### src/rtl/motor_pkg.sv
// motor_pkg: shared encodings for the motor command sequencer.
// Direction codes match the downstream direction decoder; the state codes are
// kept as plain localparams so that legacy tooling sees simple 2-bit constants.
package motor_pkg;

    // Direction codes presented on dir_out (dir_out[1] -> in1, dir_out[0] -> in0)
    typedef enum logic [1:0] {
        DIR_SPIN_R = 2'd0,  // right forward, left reverse
        DIR_SPIN_L = 2'd1,  // left forward, right reverse
        DIR_FWD    = 2'd2,  // both forward
        DIR_REV    = 2'd3   // both reverse
    } dir_e;

    // Sequencer states
    typedef logic [1:0] state_t;
    localparam state_t ST_IDLE = 2'd0;
    localparam state_t ST_DEAD = 2'd1;
    localparam state_t ST_RUN  = 2'd2;

endpackage

### src/rtl/motor_pwm_gen.sv
// motor_pwm_gen: free-running PWM counter with duty compare and a
// period-boundary flag. The counter sits at zero whenever the sequencer is not
// going to be in RUN next cycle, and restarts from zero on a command replacement.
module motor_pwm_gen #(
    parameter int PWM_BITS = 8
) (
    input  logic                clk,
    input  logic                reset,
    input  logic                run_i,      // sequencer is in RUN next cycle
    input  logic                restart_i,  // force count back to 0
    input  logic [PWM_BITS-1:0] duty_i,
    output logic                on_o,       // counter below duty
    output logic                wrap_o      // last cycle of the PWM period
);

    logic [PWM_BITS-1:0] cnt_q;
    logic [PWM_BITS-1:0] cnt_d;

    // Next count: advance while running, otherwise hold at the period start
    // NOTE: every always_comb output is assigned on all paths (here via a single
    // expression) so no latch is inferred.
    always_comb begin
        cnt_d = (run_i && !restart_i) ? cnt_q + PWM_BITS'(1) : '0;
    end

    // Counter register with synchronous reset
    // NOTE: sequential state uses non-blocking assignments so every register
    // samples the pre-edge values of its inputs.
    always_ff @(posedge clk) begin
        if (reset) begin
            cnt_q <= '0;
        end else begin
            cnt_q <= cnt_d;
        end
    end

    assign on_o   = (cnt_q < duty_i);
    assign wrap_o = &cnt_q;

endmodule

### src/rtl/motor_cmd_sequencer.sv
// motor_cmd_sequencer: accepts motion commands over valid/ready and drives the
// direction decoder plus a PWM-gated bridge enable. Any direction change, and
// any stop, passes through a bridge-off dead time first.
// Optional feature: define MOTOR_SEQ_RAMP_EN to ramp the effective duty by
// RAMP_STEP per PWM period instead of applying the commanded duty at once.
module motor_cmd_sequencer
    import motor_pkg::*;
#(
    parameter int PWM_BITS    = 8,
    parameter int DUR_BITS    = 16,
    parameter int DEAD_CYCLES = 64,
    parameter int RAMP_STEP   = 4
) (
    input  logic                clk,
    input  logic                reset,
    input  logic                cmd_valid,
    output logic                cmd_ready,
    input  logic [1:0]          cmd_dir,
    input  logic [PWM_BITS-1:0] cmd_duty,
    input  logic [DUR_BITS-1:0] cmd_periods,
    input  logic                stop,
    output logic [1:0]          dir_out,
    output logic                drive_en,
    output logic                busy,
    output logic                done
);

    localparam int                DEAD_W    = $clog2(DEAD_CYCLES + 1);
    localparam logic [DEAD_W-1:0] DEAD_LOAD = DEAD_W'(DEAD_CYCLES);

    state_t              state_q, state_d;
    logic [1:0]          dir_q, dir_d;          // direction driven to the decoder
    logic [1:0]          tgt_dir_q, tgt_dir_d;  // latched command direction
    logic [PWM_BITS-1:0] duty_q, duty_d;        // latched command duty (target)
    logic [DUR_BITS-1:0] periods_q, periods_d;  // latched run length, 0 = continuous
    logic [DUR_BITS-1:0] rem_q, rem_d;          // periods left in the current run
    logic [DEAD_W-1:0]   dead_q, dead_d;
    logic                stop_pend_q, stop_pend_d;
    logic                done_q, done_d;

    logic                accept;
    logic                restart;    // pwm counter back to 0 this edge
    logic                enter_run;  // RUN entered from IDLE or DEAD
    logic                pwm_on;
    logic                pwm_wrap;
    logic [PWM_BITS-1:0] duty_eff;

    assign cmd_ready = (state_q != ST_DEAD) && !stop;
    assign accept    = cmd_valid && cmd_ready;

    // Command latching and IDLE/DEAD/RUN sequencing
    always_comb begin
        state_d     = state_q;
        dir_d       = dir_q;
        tgt_dir_d   = tgt_dir_q;
        duty_d      = duty_q;
        periods_d   = periods_q;
        rem_d       = rem_q;
        dead_d      = dead_q;
        stop_pend_d = stop_pend_q;
        done_d      = 1'b0;
        restart     = 1'b0;
        enter_run   = 1'b0;

        if (accept) begin
            tgt_dir_d = cmd_dir;
            duty_d    = cmd_duty;
            periods_d = cmd_periods;
        end

        case (state_q)
            ST_IDLE, ST_RUN: begin
                if (state_q == ST_RUN && stop) begin
                    // Abort: bridge off for the dead time, then back to IDLE
                    state_d     = ST_DEAD;
                    dead_d      = DEAD_LOAD;
                    stop_pend_d = 1'b1;
                end else if (accept) begin
                    if (cmd_dir == dir_q) begin
                        // Same polarity: start (or replace) immediately
                        state_d   = ST_RUN;
                        rem_d     = cmd_periods;
                        restart   = 1'b1;
                        enter_run = (state_q == ST_IDLE);
                    end else begin
                        state_d = ST_DEAD;
                        dead_d  = DEAD_LOAD;
                    end
                end else if (state_q == ST_RUN && pwm_wrap && periods_q != '0) begin
                    if (rem_q <= DUR_BITS'(1)) begin
                        state_d = ST_IDLE;
                        done_d  = 1'b1;
                    end else begin
                        rem_d = rem_q - DUR_BITS'(1);
                    end
                end
            end
            ST_DEAD: begin
                if (stop) begin
                    stop_pend_d = 1'b1;
                end
                if (dead_q <= DEAD_W'(1)) begin
                    if (stop_pend_q || stop) begin
                        state_d     = ST_IDLE;
                        stop_pend_d = 1'b0;
                    end else begin
                        // New polarity is applied on the same edge RUN starts
                        state_d   = ST_RUN;
                        dir_d     = tgt_dir_q;
                        rem_d     = periods_q;
                        restart   = 1'b1;
                        enter_run = 1'b1;
                    end
                end else begin
                    dead_d = dead_q - DEAD_W'(1);
                end
            end
            default: begin
                state_d = ST_IDLE;
            end
        endcase
    end

    // Sequencer registers; reset drops any command in flight
    always_ff @(posedge clk) begin
        if (reset) begin
            state_q     <= ST_IDLE;
            dir_q       <= '0;
            tgt_dir_q   <= '0;
            duty_q      <= '0;
            periods_q   <= '0;
            rem_q       <= '0;
            dead_q      <= '0;
            stop_pend_q <= 1'b0;
            done_q      <= 1'b0;
        end else begin
            state_q     <= state_d;
            dir_q       <= dir_d;
            tgt_dir_q   <= tgt_dir_d;
            duty_q      <= duty_d;
            periods_q   <= periods_d;
            rem_q       <= rem_d;
            dead_q      <= dead_d;
            stop_pend_q <= stop_pend_d;
            done_q      <= done_d;
        end
    end

`ifdef MOTOR_SEQ_RAMP_EN
    logic [PWM_BITS-1:0] duty_eff_q, duty_eff_d;

    // One ramp step from cur toward tgt, never overshooting the target
    function automatic logic [PWM_BITS-1:0] ramp_toward(input logic [PWM_BITS-1:0] cur,
                                                        input logic [PWM_BITS-1:0] tgt);
        logic [PWM_BITS:0] step;
        logic [PWM_BITS:0] gap;
        step = (PWM_BITS + 1)'(RAMP_STEP);
        gap  = (cur < tgt) ? ({1'b0, tgt} - {1'b0, cur}) : ({1'b0, cur} - {1'b0, tgt});
        if (gap <= step) begin
            return tgt;
        end
        return (cur < tgt) ? cur + step[PWM_BITS-1:0] : cur - step[PWM_BITS-1:0];
    endfunction

    // Effective duty: zero on fresh RUN entry, one step per completed period
    always_comb begin
        duty_eff_d = duty_eff_q;
        if (enter_run) begin
            duty_eff_d = '0;
        end else if (state_q == ST_RUN && state_d == ST_RUN && !restart && pwm_wrap) begin
            duty_eff_d = ramp_toward(duty_eff_q, duty_q);
        end
    end

    // Effective duty register
    always_ff @(posedge clk) begin
        if (reset) begin
            duty_eff_q <= '0;
        end else begin
            duty_eff_q <= duty_eff_d;
        end
    end

    assign duty_eff = duty_eff_q;
`else
    logic unused_ramp;

    assign duty_eff    = duty_q;
    assign unused_ramp = enter_run ^ (RAMP_STEP != 0);
`endif

    motor_pwm_gen #(
        .PWM_BITS (PWM_BITS)
    ) u_pwm (
        .clk       (clk),
        .reset     (reset),
        .run_i     (state_d == ST_RUN),
        .restart_i (restart),
        .duty_i    (duty_eff),
        .on_o      (pwm_on),
        .wrap_o    (pwm_wrap)
    );

    assign drive_en = (state_q == ST_RUN) && pwm_on;
    assign busy     = (state_q != ST_IDLE);
    assign done     = done_q;
    assign dir_out  = dir_q;

endmodule

### config.mk
export PLATFORM = sky130hd
export DESIGN_NAME = motor_cmd_sequencer
export DESIGN_NICKNAME = d
export VERILOG_FILES = /design/src/rtl/motor_pkg.sv /design/src/rtl/motor_pwm_gen.sv /design/src/rtl/motor_cmd_sequencer.sv
export SDC_FILE = /design/constraint.sdc
export NUM_CORES = 1
export LEC_CHECK = 0
export ABC_AREA = 1
export CORE_MARGIN = 2
export CORE_UTILIZATION = 63
export CTS_BUF_LIST = sky130_fd_sc_hd__clkbuf_4 sky130_fd_sc_hd__clkbuf_8
export DETAILED_ROUTE_END_ITERATION = 8
export PLACE_DENSITY = 0.95
export SLEW_MARGIN = 0
export SYNTH_ARGS = -nofsm -noshare
export SYNTH_HDL_FRONTEND = slang
export SYNTH_SLANG_ARGS = --single-unit
### constraint.sdc
create_clock -name clk -period 2.93 [get_ports clk]
set_input_delay 0.293 -clock clk [delete_from_list [all_inputs] [get_ports clk]]
set_output_delay 0.293 -clock clk [all_outputs]
set_load 0.1 [all_outputs]
# Word level (Yosys, flattened, before mapping)
# Index checks and enable logic that the tools add are counted.
# word_totals
reg_bits,63
latchBits,0
ramBits,0
romBits,0
inputBits,30
output_inout_bits,6
elab_cells,90
memories,0
# classes
n_addsub,3
multipliers,0
div,0
order_cmp,3
eq_ne,15
n_shift,0
muxes,33
bitwise_logic,4
n_reduce_logical,22
# ops
operator,count
2-to-1 mux 16 bit,7
one-hot mux 16 bit (2 select lines),1
2-to-1 mux 7 bit,4
"less-or-equal comparator 16 x 1 -> 1 bit, second input constant",1
nonzero test 16 bit,1
"subtractor 16 x 1 -> 16 bit, second input constant",1
"inequality test 3 bit, second input constant",5
2-to-1 mux 2 bit,7
one-hot mux 7 bit (2 select lines),1
2-to-1 mux 1 bit,10
"inequality test 2 bit, second input constant",5
"adder 8 x 1 -> 8 bit, second input constant",1
less-than comparator 8 bit,1
AND reduction 8 bit,1
"less-or-equal comparator 7 x 1 -> 1 bit, second input constant",1
logical AND 1 bit,7
AND reduction 7 bit,1
"subtractor 7 x 1 -> 7 bit, second input constant",1
OR reduction 5 bit,1
"== test 2 bit, second input constant",2
NOT 1 bit,4
one-hot mux 1 bit (2 select lines),2
one-hot mux 2 bit (2 select lines),1
AND reduction 4 bit,1
10 further kinds,13

# Depth between registers and ports, before layout
# depth
depth_word,11
mapped_depth,14

# Modules after synthesis
# A second synthesis with hierarchy kept.
# unflattened
cells_unflattened,582
hier_area_um2,3674.8
# by_module_without_submodules
mod,instances,cells_each,area_each_um2,seq_area_each_um2
motor_cmd_sequencer,1,508,3141.8,1101.1
motor_pwm_gen,1,74,533.0,160.2

# Least setup slack after synthesis
# OpenSTA, ideal clock, no wires.
# synth_path
path_kind,flip-flop to output port
start,register duty_q[1] (netlist: duty_eff[1])
end,output drive_en
t_arrival_ps,2971
path_slack_ps,-334
stages_incl_launch_ff,7
path_cell_list,dfxtp_1 -> inv_1 -> ha_1 -> a21boi_0 -> o211ai_1 -> a21oi_1 -> nor3_1
# synth_between
elab_chain_cells,2
# synth_lines
element,line_no,source
start: declaration,motor_cmd_sequencer.sv:34,"logic [PWM_BITS-1:0] duty_q, duty_d;"
start signal: assignment,motor_cmd_sequencer.sv:140,duty_q <= duty_d;
less-than comparator 8 bit,motor_pwm_gen.sv:37,assign on_o = (cnt_q < duty_i);
logical AND 1 bit,motor_cmd_sequencer.sv:204,assign drive_en = (state_q == ST_RUN) && pwm_on;
end: declaration,motor_cmd_sequencer.sv:23,"output logic drive_en,"
# Every way passes these cells.

# Worst setup path in the final report
# layout_path
start,register u_pwm.cnt_q[0]
end,register rem_q[7]
# layout_between
elab_chain_cells,5
# layout_lines
element,line_no,source
start: declaration,motor_pwm_gen.sv:16,logic [PWM_BITS-1:0] cnt_q;
start signal: assignment,motor_pwm_gen.sv:33,cnt_q <= cnt_d;
AND reduction 8 bit,motor_pwm_gen.sv:38,assign wrap_o = &cnt_q;
logical AND 1 bit (2 in a row),motor_cmd_sequencer.sv:89,end else if (state_q == ST_RUN && pwm_wrap && periods_q != '0) begin
inequality test 3 bit (no source line),-,
AND reduction 7 bit (no source line),-,
end signal: assignment,motor_cmd_sequencer.sv:142,rem_q <= rem_d;
end: declaration,motor_cmd_sequencer.sv:36,"logic [DUR_BITS-1:0] rem_q, rem_d;"
# Every way passes these cells.
# A chain may end at the register's enable or synchronous reset.

==> reports/summary.txt <==
CP Launch Type -> register
Switch share -> 0.3833
# DRC -> 0
Via count -> 3606
Port buffer count -> 35
Power density cells -> 657.4 nW/µm²
Reg power frac -> 0.377
Drt pass-1 iters -> 8
Chip Height -> 78.49 µm
Max Cap Violations -> 0
Worst Skew -> 0.009864 ns
Mapped cell area -> 3496 µm²
Final ANT Viol Nets -> 0
Initial core utilization -> 0.6427
Critical Path Max Stage Delay -> 0.41 ns
Reg2Reg Setup Slack -> 0.66 ns
Worst vdd ir -> 373.5 µV
Min-delay worst type -> reg -> reg
Reg clk slew, reported paths -> 0.07 ns
Area grow syn2layout -> 16.14%
First-pass GRT wire length -> 14660 µm
DR vias/cell -> 5.591
Cells along the critical path -> ha_1 -> nand2_1 -> nor2_1 -> nand2_1 -> nor2_1 -> nand2_1 -> o21bai_1 -> nand2_1 -> inv_2 -> nand2_1 -> nand2_1 -> nor2_1
CTS tree -> yes
GP Congestion -> 0.8845
Top cell type's share of synthesized area -> 0.3608
Final hold vios -> 0
Drt wl/cell -> 13.58 µm
Post-CTS setup buffers -> 0
Synth cell types -> 35
Clock Tree Buf Depth -> 2
Hold-fix buffers, CTS -> 0
Combinational share of power -> 0.360
Reg-to-Reg Start -> u_pwm.cnt_q[0]$_SDFF_PP0_
Clock Latency Late Sink -> 0.35 ns
CP startpoint -> u_pwm.cnt_q[0]$_SDFF_PP0_
Max-slew headroom -> 0.7198
FF-to-FF path depth -> 12
Critical path's slowest cell -> dfxtp_1
Period utilisation layout -> 0.7733
Top-Level Pins -> 36
CTS resizes -> 0
Pint -> 0.001646 W
Count of final setup violators -> 0
Place WS -> 0.6141 ns
Vias in the first global route -> 3370
Dpl cell area -> 3876 µm²
#FFs+latches synth -> 63
Overflow left after global routing -> 0
CORE AREA -> 5439 µm²
CP max FO -> 13
Layout cells sized above 1 -> 0.07330
Slew Limit Fails -> 0
Arrival time worst endpoint -> 2.50 ns
Clock share of power -> 0.263
Num CTS Buffers -> 9
Initial antenna violation count -> 0
Sequential cell area fraction in the yosys report -> 0.3608
Worst Path Required -> 3.16 ns
DP HPWL -> 6055 µm
Leak Pwr -> 1.841 nW
NetSw -> 0.001023 W
Largest cells by area after synthesis -> dfxtp_1, nand2_1, nor2_1
PnR worst setup slack -> 0.6643 ns
Clock net sink count -> 63
Final min period -> 2.266 ns
Setup TNS -> 0 ns
DRT iter0 DRCs -> 416
Outcome -> complete, no violations
Worst Hold Path Cells -> 2
Clk root buf -> clkbuf_8
Chip width -> 78.49 µm
Kind of critical path -> reg -> reg
Synth area leader -> dfxtp_1
RSZ-0062 raised after global routing -> no
Row Count -> 27
Cells after Synth -> 535
Crit path to -> rem_q[7]$_SDFFE_PP0P_
Worst-Margin Slew -> 0.4192 ns
Fmax -> 0.4414 GHz
N_diodes -> 0
Warning count from the yosys run -> 0
Syn_nets -> 577
Cell mode on critical path -> nand2_1
CTS H-Tree Depth -> 3
Fin area -> 4060 µm²
Pin count of the biggest net entering global routing -> 41
Syn Area/Cell -> 6.534 µm²
Worst r2r dst -> rem_q[7]$_SDFFE_PP0P_
Routed wire length -> 8761 µm
Die area -> 6161 µm²
Total track usage -> 0.3008
Critical path endpoint category -> register
Layout Nets -> 610
-- worst max-delay path: cells and delay by family, from the launching register on --
| kind | cells | cell delay (ns) |
|---|---|---|
| AOI/OAI and AO/OA | 1 | 0.12 |
| DFF | 1 | 0.41 |
| adders and majority gates | 1 | 0.24 |
| buffers and inverters | 1 | 0.30 |
| and+or+nand+nor | 9 | 1.09 |
-- kinds of logic (layout without fill, tap and decap cells) --
logic type | after synthesis | count (layout) | share of synthesized area
simple gates | 266 | 266 | 0.3225
fa+ha+maj | 12 | 12 | 0.04295
compound gates | 92 | 92 | 0.1389
buf+inv | 89 | 127 | 0.1024
flops | 63 | 63 | 0.3608
xor+xnor | 13 | 13 | 0.03257
-- synth_stat cells (all sizes together) --
cell type,n
or3,1
or2,1
o22ai,5
nand4,4
o211ai,1
a2111oi,1
o21ai,41
a21oi,40
a22oi,1
ha,12
clkbuf,9
inv,69
xnor2,3
o21bai,1
dfxtp,63
clkinv,1
and2,1
buf,10
xor2,10
a21boi,1
a31oi,1
nand3b,2
nand3,31
nor2,74
nor3,18
nand2,134
-- layer usage --
metal	track usage	routed length [µm]	vias to the layer above
li1	-	-	1777
met1	0.3524	3584	1642
met2	0.5276	4382	156
met3	0.05402	561	31
met4	0.1491	232	0
met5	0	0	-
-- power by group through the flow --
stage | registers, W | clock network (W) | logic, W
after CTS | 0.00100 | 0.000702 | 0.000950
after detailed placement | 0.00102 | 0 | 0.000936
final | 0.00101 | 0.000703 | 0.000960
after global routing | 0.00101 | 0.000740 | 0.00108
after floorplan | 0.00102 | 0 | 0.000723
after global placement | 0.00102 | 0 | 0.000904
-- per-stage QoR --
step                power [W]  hold slack (ns)  std cells  utilization
floorplan            0.001741           0.3845        535            -
global placement     0.001919           0.4503        629       0.7127
detailed placement   0.001958           0.4544        629       0.7127
CTS                  0.002654           0.4653        645       0.7465
global route         0.002838           0.4968        645       0.7465
finish               0.002669           0.4613        645       0.7465
-- layout by cell type, fill, tap and decap left out, types with 3 or more instances in the layout --
cell type	instances
xor2_1	10
nand2_1	134
xnor2_1	3
nor2_2	3
inv_2	4
nor3_1	15
o21ai_0	37
clkdlybuf4s50_1	29
nand4_1	4
nor2_1	70
o21ai_1	3
dfxtp_1	63
buf_4	12
inv_1	65
nand3_1	30
a21oi_1	40
clkbuf_8	11
o22ai_1	5
ha_1	12
-- sequential cells by signal, summed over array words and instances, names as in the netlist --
register     flops
state_q          2
dir_out          2
dead_q           7
duty_eff         8
stop_pend_q      1
u_pwm.cnt_q      8
tgt_dir_q        2
periods_q       16
done             1
rem_q           16
-- cell type report --
type	count	area, µm²
clock buffer	13	166.4
clock inverter	3	17.52
fill	401	1379
inverter	70	262.8
multi-input combinational	383	1882
sequential	63	1261
tap	72	90.09
timing repair buffer	41	380.4
-- how the worst min path moves through the flow --
stage	from	endpoint	slack (ns)
6_report	duty_eff[4]$_SDFFE_PP0P_	duty_eff[4]$_SDFFE_PP0P_	0.46
5_1_grt	duty_eff[4]$_SDFFE_PP0P_	duty_eff[4]$_SDFFE_PP0P_	0.50
4_1_cts	duty_eff[4]$_SDFFE_PP0P_	duty_eff[4]$_SDFFE_PP0P_	0.47
3_5_place_dp	duty_eff[2]$_SDFFE_PP0P_	duty_eff[2]$_SDFFE_PP0P_	0.45
3_3_place_gp	duty_eff[2]$_SDFFE_PP0P_	duty_eff[2]$_SDFFE_PP0P_	0.45
2_1_floorplan	reset	stop_pend_q$_SDFFE_PP0P_	0.38
(Power assumes the default switching activity.)
